`src/rtl/encrypt_pipe_xor_rotate.sv`:
```
// rtl/encrypt_pipe_xor_rotate.sv - XOR with rotating three-key schedule and per-byte key rotation
// One-cycle registered stage; schedule restarts at k1/rot 0 whenever a message (en run) begins.
module encrypt_pipe_xor_rotate (
  input  logic       clk,
  input  logic       rst,
  input  logic       en,
  input  logic       mode,
  input  logic [7:0] din,
  input  logic [7:0] k1,
  input  logic [7:0] k2,
  input  logic [7:0] k3,
  input  logic [2:0] rot_freq,
  output logic [7:0] data_out,
  output logic       en_out,
  output logic       mode_out,
  output logic [1:0] key_idx_out
);

  typedef enum logic {IDLE, ACTIVE} state_t;

  state_t      state;
  logic [1:0]  key_idx;
  logic [2:0]  rot_cnt;
  logic [2:0]  bit_rot;
  logic [2:0]  rf_lat;

  logic [1:0]  cur_idx;
  logic [2:0]  cur_rot;
  logic [2:0]  cur_cnt;
  logic [2:0]  rf_eff;
  logic [7:0]  k_sel;
  logic [15:0] k_dbl;
  logic [7:0]  k_rot;

  // In IDLE the schedule is by definition fresh; an illegal key_idx selects k1.
  always_comb begin
    cur_idx = 2'd0;
    cur_rot = 3'd0;
    cur_cnt = 3'd0;
    rf_eff  = rot_freq;
    if (state == ACTIVE) begin
      cur_idx = (key_idx == 2'd3) ? 2'd0 : key_idx;
      cur_rot = bit_rot;
      cur_cnt = rot_cnt;
      rf_eff  = rf_lat;
    end
    case (cur_idx)
      2'd1:    k_sel = k2;
      2'd2:    k_sel = k3;
      default: k_sel = k1;
    endcase
    k_dbl = {k_sel, k_sel} << cur_rot;
    k_rot = k_dbl[15:8];
  end

  always_ff @(posedge clk or negedge rst) begin
    if (!rst) begin
      state       <= IDLE;
      key_idx     <= 2'd0;
      rot_cnt     <= 3'd0;
      bit_rot     <= 3'd0;
      rf_lat      <= 3'd0;
      data_out    <= 8'h00;
      en_out      <= 1'b0;
      mode_out    <= 1'b0;
      key_idx_out <= 2'd0;
    end else if (!en) begin
      state       <= IDLE;
      key_idx     <= 2'd0;
      rot_cnt     <= 3'd0;
      bit_rot     <= 3'd0;
      data_out    <= 8'h00;
      en_out      <= 1'b0;
      mode_out    <= mode;
      key_idx_out <= 2'd0;
    end else if (mode) begin
      state       <= ACTIVE;
      data_out    <= din ^ k_rot;
      en_out      <= 1'b1;
      mode_out    <= 1'b1;
      key_idx_out <= cur_idx;
      bit_rot     <= cur_rot + 3'd1;
      if (state == IDLE)
        rf_lat <= rot_freq;
      if (rf_eff == 3'd0) begin
        key_idx <= cur_idx;
        rot_cnt <= cur_cnt;
      end else if (cur_cnt == rf_eff - 3'd1) begin
        rot_cnt <= 3'd0;
        key_idx <= (cur_idx == 2'd2) ? 2'd0 : cur_idx + 2'd1;
      end else begin
        key_idx <= cur_idx;
        rot_cnt <= cur_cnt + 3'd1;
      end
    end else begin
      // Pass-through leaves the schedule untouched, including in IDLE.
      data_out    <= din;
      en_out      <= 1'b1;
      mode_out    <= 1'b0;
      key_idx_out <= 2'd0;
    end
  end

endmodule

```
`config.mk`:
```
export PLATFORM = sky130hd
export DESIGN_NAME = encrypt_pipe_xor_rotate
export DESIGN_NICKNAME = d
export VERILOG_FILES = /design/src/rtl/encrypt_pipe_xor_rotate.sv
export SDC_FILE = /design/constraint.sdc
export NUM_CORES = 1
export LEC_CHECK = 0
export ABC_AREA = 1
export CAP_MARGIN = 20
export CORE_UTILIZATION = 45
export CTS_BUF_LIST = sky130_fd_sc_hd__clkbuf_8 sky130_fd_sc_hd__clkbuf_16
export DETAILED_ROUTE_END_ITERATION = 6
export PLACE_DENSITY_LB_ADDON = 0.08
export SLEW_MARGIN = 20
export SYNTH_ARGS = -nofsm -noshare
export SYNTH_HDL_FRONTEND = slang
export SYNTH_SLANG_ARGS = --single-unit
```
`constraint.sdc`:
```
create_clock -name clk -period 3.9 [get_ports clk]
set_clock_uncertainty 0.2 [all_clocks]
set_input_delay 0.78 -clock clk [delete_from_list [all_inputs] [get_ports clk]]
set_output_delay 0.78 -clock clk [all_outputs]
set_load 0.05 [all_outputs]
```
==> metrics.csv, run 1 <==
metric,value,unit
status,completed,
grt_use_total,0.217,
p_per_area,272,mW/mm^2
fillers,349,
h-tree-depth,1,
seqCellArea,601,sq um
power_switching,209,uW
seqPwrFrac,0.419,
worstSetupStartpointType,flip-flop,
cp.arrival,2510,ps
synth.avg_cell_area,6.76,sq um
period_minus_slack,2500,ps
synth_top_area_cell,dfrtp_1,
rrSetupSlack,1400,ps
wl_per_cell,11.2,microns
grt_max_degree,25,
yosysUniqueCellTypes,29,
final_cell_area,0.00242,sq mm
power_frac_clock,0.256,
cts-buffers-inserted,3,
synth_area_leaders,"dfrtp_1, nand2_1, nand3_1, inv_1, ha_1",
rsz0062_at_grt,no,
finalHoldViolCount,0,
multi_input_area,0.00102,sq mm
totalWireLength,4110,microns
gp_congestion,0.859,
ctsHoldBuffers,0,
yosysWarnings,0,
vias,1824,
tns,0,ps
grt_pass1_wl,7270,microns
cts-root-buf,clkbuf_8,
num_rows,22,
antenna_found_initial,0,
viasPerCell,4.98,
drt_first_pass_iters,4,
drive_gt1_frac,0.0818,
internal_power,447,uW
die_h,65.6,microns
tritoncts,yes,
post-route-period-util,0.641,
post_cts.repair.setup_buffers,0,
drtIter0Drc,111,
crit_type,flip-flop to flip-flop,
dieArea,0.00430,sq mm
leakagePower,0.00122,uW
setup_violations,0,
p_sw_frac,0.319,
portBuffers,50,
dp_slack,1150,ps
hold-worst-slack,331,ps
start_util,0.482,
max_slew_margin,0.667,
crit_fanout,9,
clkTransAtPathRegs,90,ps
crit_required,3900,ps
fp.coreArea,0.00377,sq mm
fin_nets,366,
syn_nets,316,
clk_latency,270,ps
cts_resized,0,
grt_pass1_vias,1664,
numClockSinks,24,
maxSlewViolCount,0,
timing.fmax,400,MHz
hpwl,3260,microns
synthCells,269,
placed_area,0.00236,sq mm
grt_overflow,0,
area_growth,32.9,%
ctsLongestPathBuffers,2,
cap_violations,0,
vdd_drop_max,0.000204,V
ys_seq_area_frac,0.330,
drc_errors,0,
worst_pin_slew,497,ps
fin_ws,1400,ps
power_frac_comb,0.325,
diodes,0,
yosysTopAreaCellShare,0.330,
die_w,65.6,microns
ys_seq_elements,24,
ioPinCount,51,
syn_area,0.00182,sq mm
drtAntennaViolNets,0,
hold_class,flip-flop to flip-flop,
end_kind,flip-flop,
[synthesized netlist by cell type, drive strengths merged]
library cell / count
nand4: 8
clkbuf: 4
inv: 37
o21ai: 13
xor2: 4
a21oi: 2
nor2: 12
buf: 5
nor3: 2
clkinv: 1
dfrtp: 24
ha: 8
xnor2: 2
mux2i: 1
a31oi: 1
nand2: 89
nand3: 56
[power groups by stage]
stage / Sequential (uW) / Clock, uW / Combinational, uW
floorplan: 307 / 0 / 105
global placement: 280 / 0 / 211
detailed placement: 280 / 0 / 215
CTS: 275 / 173 / 216
global route: 277 / 179 / 239
finish: 275 / 168 / 213
[layer usage]
metal / vias to the layer above / GRT usage / share of wire
li1: 959 / - / -
met1: 836 / 0.276 / 0.46
met2: 25 / 0.381 / 0.51
met3: 4 / 0.0278 / 0.026
met4: 0 / 0.0598 / 0.012
met5: - / 0 / 0
[worst max-delay path, cell delays in order, from the launching register on]
cell	delay, ps
dfrtp_1	390
inv_4	60
nor3_1	230
inv_1	160
ha_1	490
inv_2	130
nand3_1	130
nand3_1	80
nand2_1	120
nand2_1	80
nand3_1	110
nand3_1	80
nand2_1	60
inv_1	40
nor2_1	90
[final timing paths]
| path | endpoint | startpoint | cells after the start |
|---|---|---|---|
| worst max-delay path | data_out[6] | state | 14 |
| worst min-delay path | bit_rot[1] | bit_rot[1] | 2 |
| worst max register to register | data_out[6] | state | 14 |
| worst min register to register | bit_rot[1] | bit_rot[1] | 2 |
| max in group asynchronous | bit_rot[2] | rst | 2 |
| min in group asynchronous | data_out[5] | rst | 2 |
[flip-flops by register name, summed over array words and instances (netlist names), 2 cells and up]
name and count:
key_idx_out 2, data_out 8, rot_cnt 3, bit_rot 3
key_idx 2, rf_lat 3
[cell type report]
type,instances,area share
inverter,38,0.0621
multi-input combinational,198,0.422
clock buffer,4,0.0228
tap,48,0.0248
sequential,24,0.248
timing repair buffer,54,0.219
[metrics by stage]
step | utilization | total power [uW] | instances
2_1_floorplan | - | 412 | 269
3_3_place_gp | 0.626 | 491 | 362
3_5_place_dp | 0.626 | 495 | 362
4_1_cts | 0.641 | 664 | 366
5_1_grt | 0.641 | 695 | 366
6_report | 0.641 | 657 | 366
[kinds of logic after synthesis]
kind of cell,share of synthesized area
buffers and inverters,0.109
XOR/XNOR,0.0330
flip-flops,0.330
multiplexers,0.00550
AND/OR/NAND/NOR,0.421
AO/OA/AOI/OAI,0.0468
adder cells (fa/ha/maj),0.0550
[cells in the final DEF (no fill, tap or decap), types with 2 or more instances in the layout]
master,netlist,final
nand2_1,81,81
nand3_1,55,55
clkdlybuf4s50_1,0,50
inv_1,32,32
dfrtp_1,24,24
nor2_1,11,11
nand4_1,8,8
o21ai_0,8,8
ha_1,8,8
nand2_2,6,6
inv_2,4,4
o21ai_1,4,4
clkbuf_8,0,4
buf_4,0,4
xor2_1,3,3
nor3_1,2,2
xnor2_1,2,2
a21oi_1,2,2
Power figures use the tool's default switching activity.
==> inputs of run 2 (changes only) <==
Clock period 3.9 ns to 2.45 ns, I/O delays scaled along.
==> run 2 against run 1 <==
Compared with the run above: flip-flop and latch count did not move; worst hold slack got worse by 26 ps; via count shrank 0.22%; register-to-register slack got worse by 1200 ps; clock power up 110%; final area rose by 2.5%; clock-buffer cell count shrank 1; total power grew 73%; largest power group unchanged.
==> metrics.csv, run 2 (synthesis gave the netlist of run 1 again) <==
metric,value,unit,change
totalWireLength,4230,microns,+3.1%
r2r_end,data_out[6],,
grt_pass1_wl,7560,microns,+4.0%
hold_end,rf_lat[1],,
regMostFlops,data_out,,
antenna_found_initial,0,,unchanged
whs_path_depth,2,,unchanged
start_util,0.482,,unchanged
num_rows,22,,unchanged
final_cell_area,0.00248,sq mm,+2.5%
fp.coreArea,0.00377,sq mm,unchanged
p_per_area,457,mW/mm^2,+68%
ctsLongestPathBuffers,2,,unchanged
die_h,65.6,microns,unchanged
die_w,65.6,microns,unchanged
rrSetupSlack,240,ps,-1160 ps
hold-worst-slack,305,ps,-26.2 ps
worstReg2RegStart,state,,
worstHoldStart,rf_lat[1],,
multi_input_area,0.00104,sq mm,+1.5%
hpwl,3340,microns,+2.4%
layout_commonest_cell,nand2_1,,
vias,1820,,-0.22%
post-route-period-util,0.903,,+0.261
power,1130,uW,+73%
clk_latency,260,ps,about the same
cap_violations,0,,unchanged
viasPerCell,4.92,,-1.3%
numClockSinks,24,,unchanged
end_kind,flip-flop,,
period_minus_slack,2210,ps,-289 ps
vdd_drop_max,0.000370,V,+81%
hold_class,flip-flop to flip-flop,,
layout.cells.non_filler,370,,+1.1%
drtIter0Drc,95,,-14%
max_slew_margin,0.665,,-0.00228
cts-buffers-inserted,3,,unchanged
gp_congestion,0.841,,-2.1%
drive_gt1_frac,0.106,,+0.0238
grt_pass1_vias,1743,,+4.7%
ioPinCount,51,,unchanged
dieArea,0.00430,sq mm,unchanged
placed_area,0.00238,sq mm,+0.95%
layout_common_cells,"nand2_1, nand3_1, clkdlybuf4s50_1",,
grt_use_total,0.224,,+0.00724
wl_per_cell,11.4,microns,+2.0%
crit_fanout,8,,-1
seqCellArea,601,sq um,unchanged
cp.arrival,2220,ps,-290 ps
leakagePower,0.00125,uW,+2.2%
crit_type,flip-flop to flip-flop,,
grt_max_degree,25,,unchanged
clkTransAtPathRegs,90,ps,about the same
drt_first_pass_iters,4,,unchanged
crit_required,2450,ps,-1450 ps
drtAntennaViolNets,0,,unchanged
portBuffers,50,,unchanged
tritoncts,yes,,
worst_pin_slew,501,ps,+3.42 ps
dp.cells,365,,+0.83%
largest_reg_flops,8,,unchanged
fin_nets,370,,+1.1%
setup_violations,0,,unchanged
h-tree-depth,1,,unchanged
worstSetupStartpointType,flip-flop,,
maxSlewViolCount,0,,unchanged
area_growth,36.2,%,
fillers,366,,+4.9%
finalHoldViolCount,0,,unchanged
cts-root-buf,clkbuf_8,,
timing.fmax,452,MHz,+13%
diodes,0,,unchanged
grt_overflow,0,,unchanged
drc_errors,0,,unchanged
status,completed,,
worst-r2r-cell-count,14,,unchanged
-- run 2: area by class of cell --
cell class / instances / area share
Clock buffer: 3 / 0.0167
Clock inverter: 1 / 0.0121
Inverter: 38 / 0.0606
Multi-Input combinational cell: 198 / 0.418
Sequential cell: 24 / 0.242
Tap cell: 48 / 0.0242
Timing Repair Buffer: 58 / 0.226
-- run 2: worst max-delay path by stage --
stage | from | end | cells after the start
after floorplan | state | data_out[3] | 15
after global placement | rot_freq[0] | key_idx[1] | 12
after detailed placement | rot_freq[0] | key_idx[1] | 12
after CTS | state | data_out[2] | 14
after global routing | state | data_out[2] | 14
final | state | data_out[6] | 14
-- run 2: where the power goes --
group,leakage (uW),switching [uW],internal [uW],total (uW)
Sequential,0.000311,14.8,423,438
Combinational,0.000898,196,149,345
Clock,0.0000357,132,218,350
-- run 2: per-stage QoR --
| step | util | setup slack (ps) | TNS (ps) |
|---|---|---|---|
| 2_1_floorplan | - | 150 | 0 |
| 3_3_place_gp | 0.632 | 70.9 | 0 |
| 3_5_place_dp | 0.632 | 15.5 | 0 |
| 4_1_cts | 0.651 | 75.3 | 0 |
| 5_1_grt | 0.657 | -5.03 | -5.03 |
| 6_report | 0.657 | 238 | 0 |
-- run 2: timing repair --
| action | in CTS | in global routing |
|---|---|---|
| hold buffers | 0 | 0 |
| gates resized for setup | 0 | 4 |
| setup endpoints to repair | 0 | 8 |
| buffers inserted | 0 | 1 |
-- run 2: routing by layer --
metal,track usage,routed length (microns)
met5,0,0
met4,0.0598,33
met3,0.0313,138
met2,0.403,2210
met1,0.277,1850
-- run 2: critical path, stage by stage (launching register included) --
cell and delay, ps:
dfrtp_1 390, inv_4 70, nor3_2 150, buf_4 140
ha_2 280, buf_4 160, nand2_1 80, nand3_1 80
nand2_1 120, nand2_1 80, nand3_1 110, nand3_1 80
nand2_1 70, inv_1 40, nor2_1 90
==> inputs of run 3 (changes only) <==
Settings changed: CTS_CLUSTER_DIAMETER from default to 60, CTS_CLUSTER_SIZE from default to 25.
==> results of run 3 <==
Same layout as run 2: the final DEF is identical, and so are final timing and power.
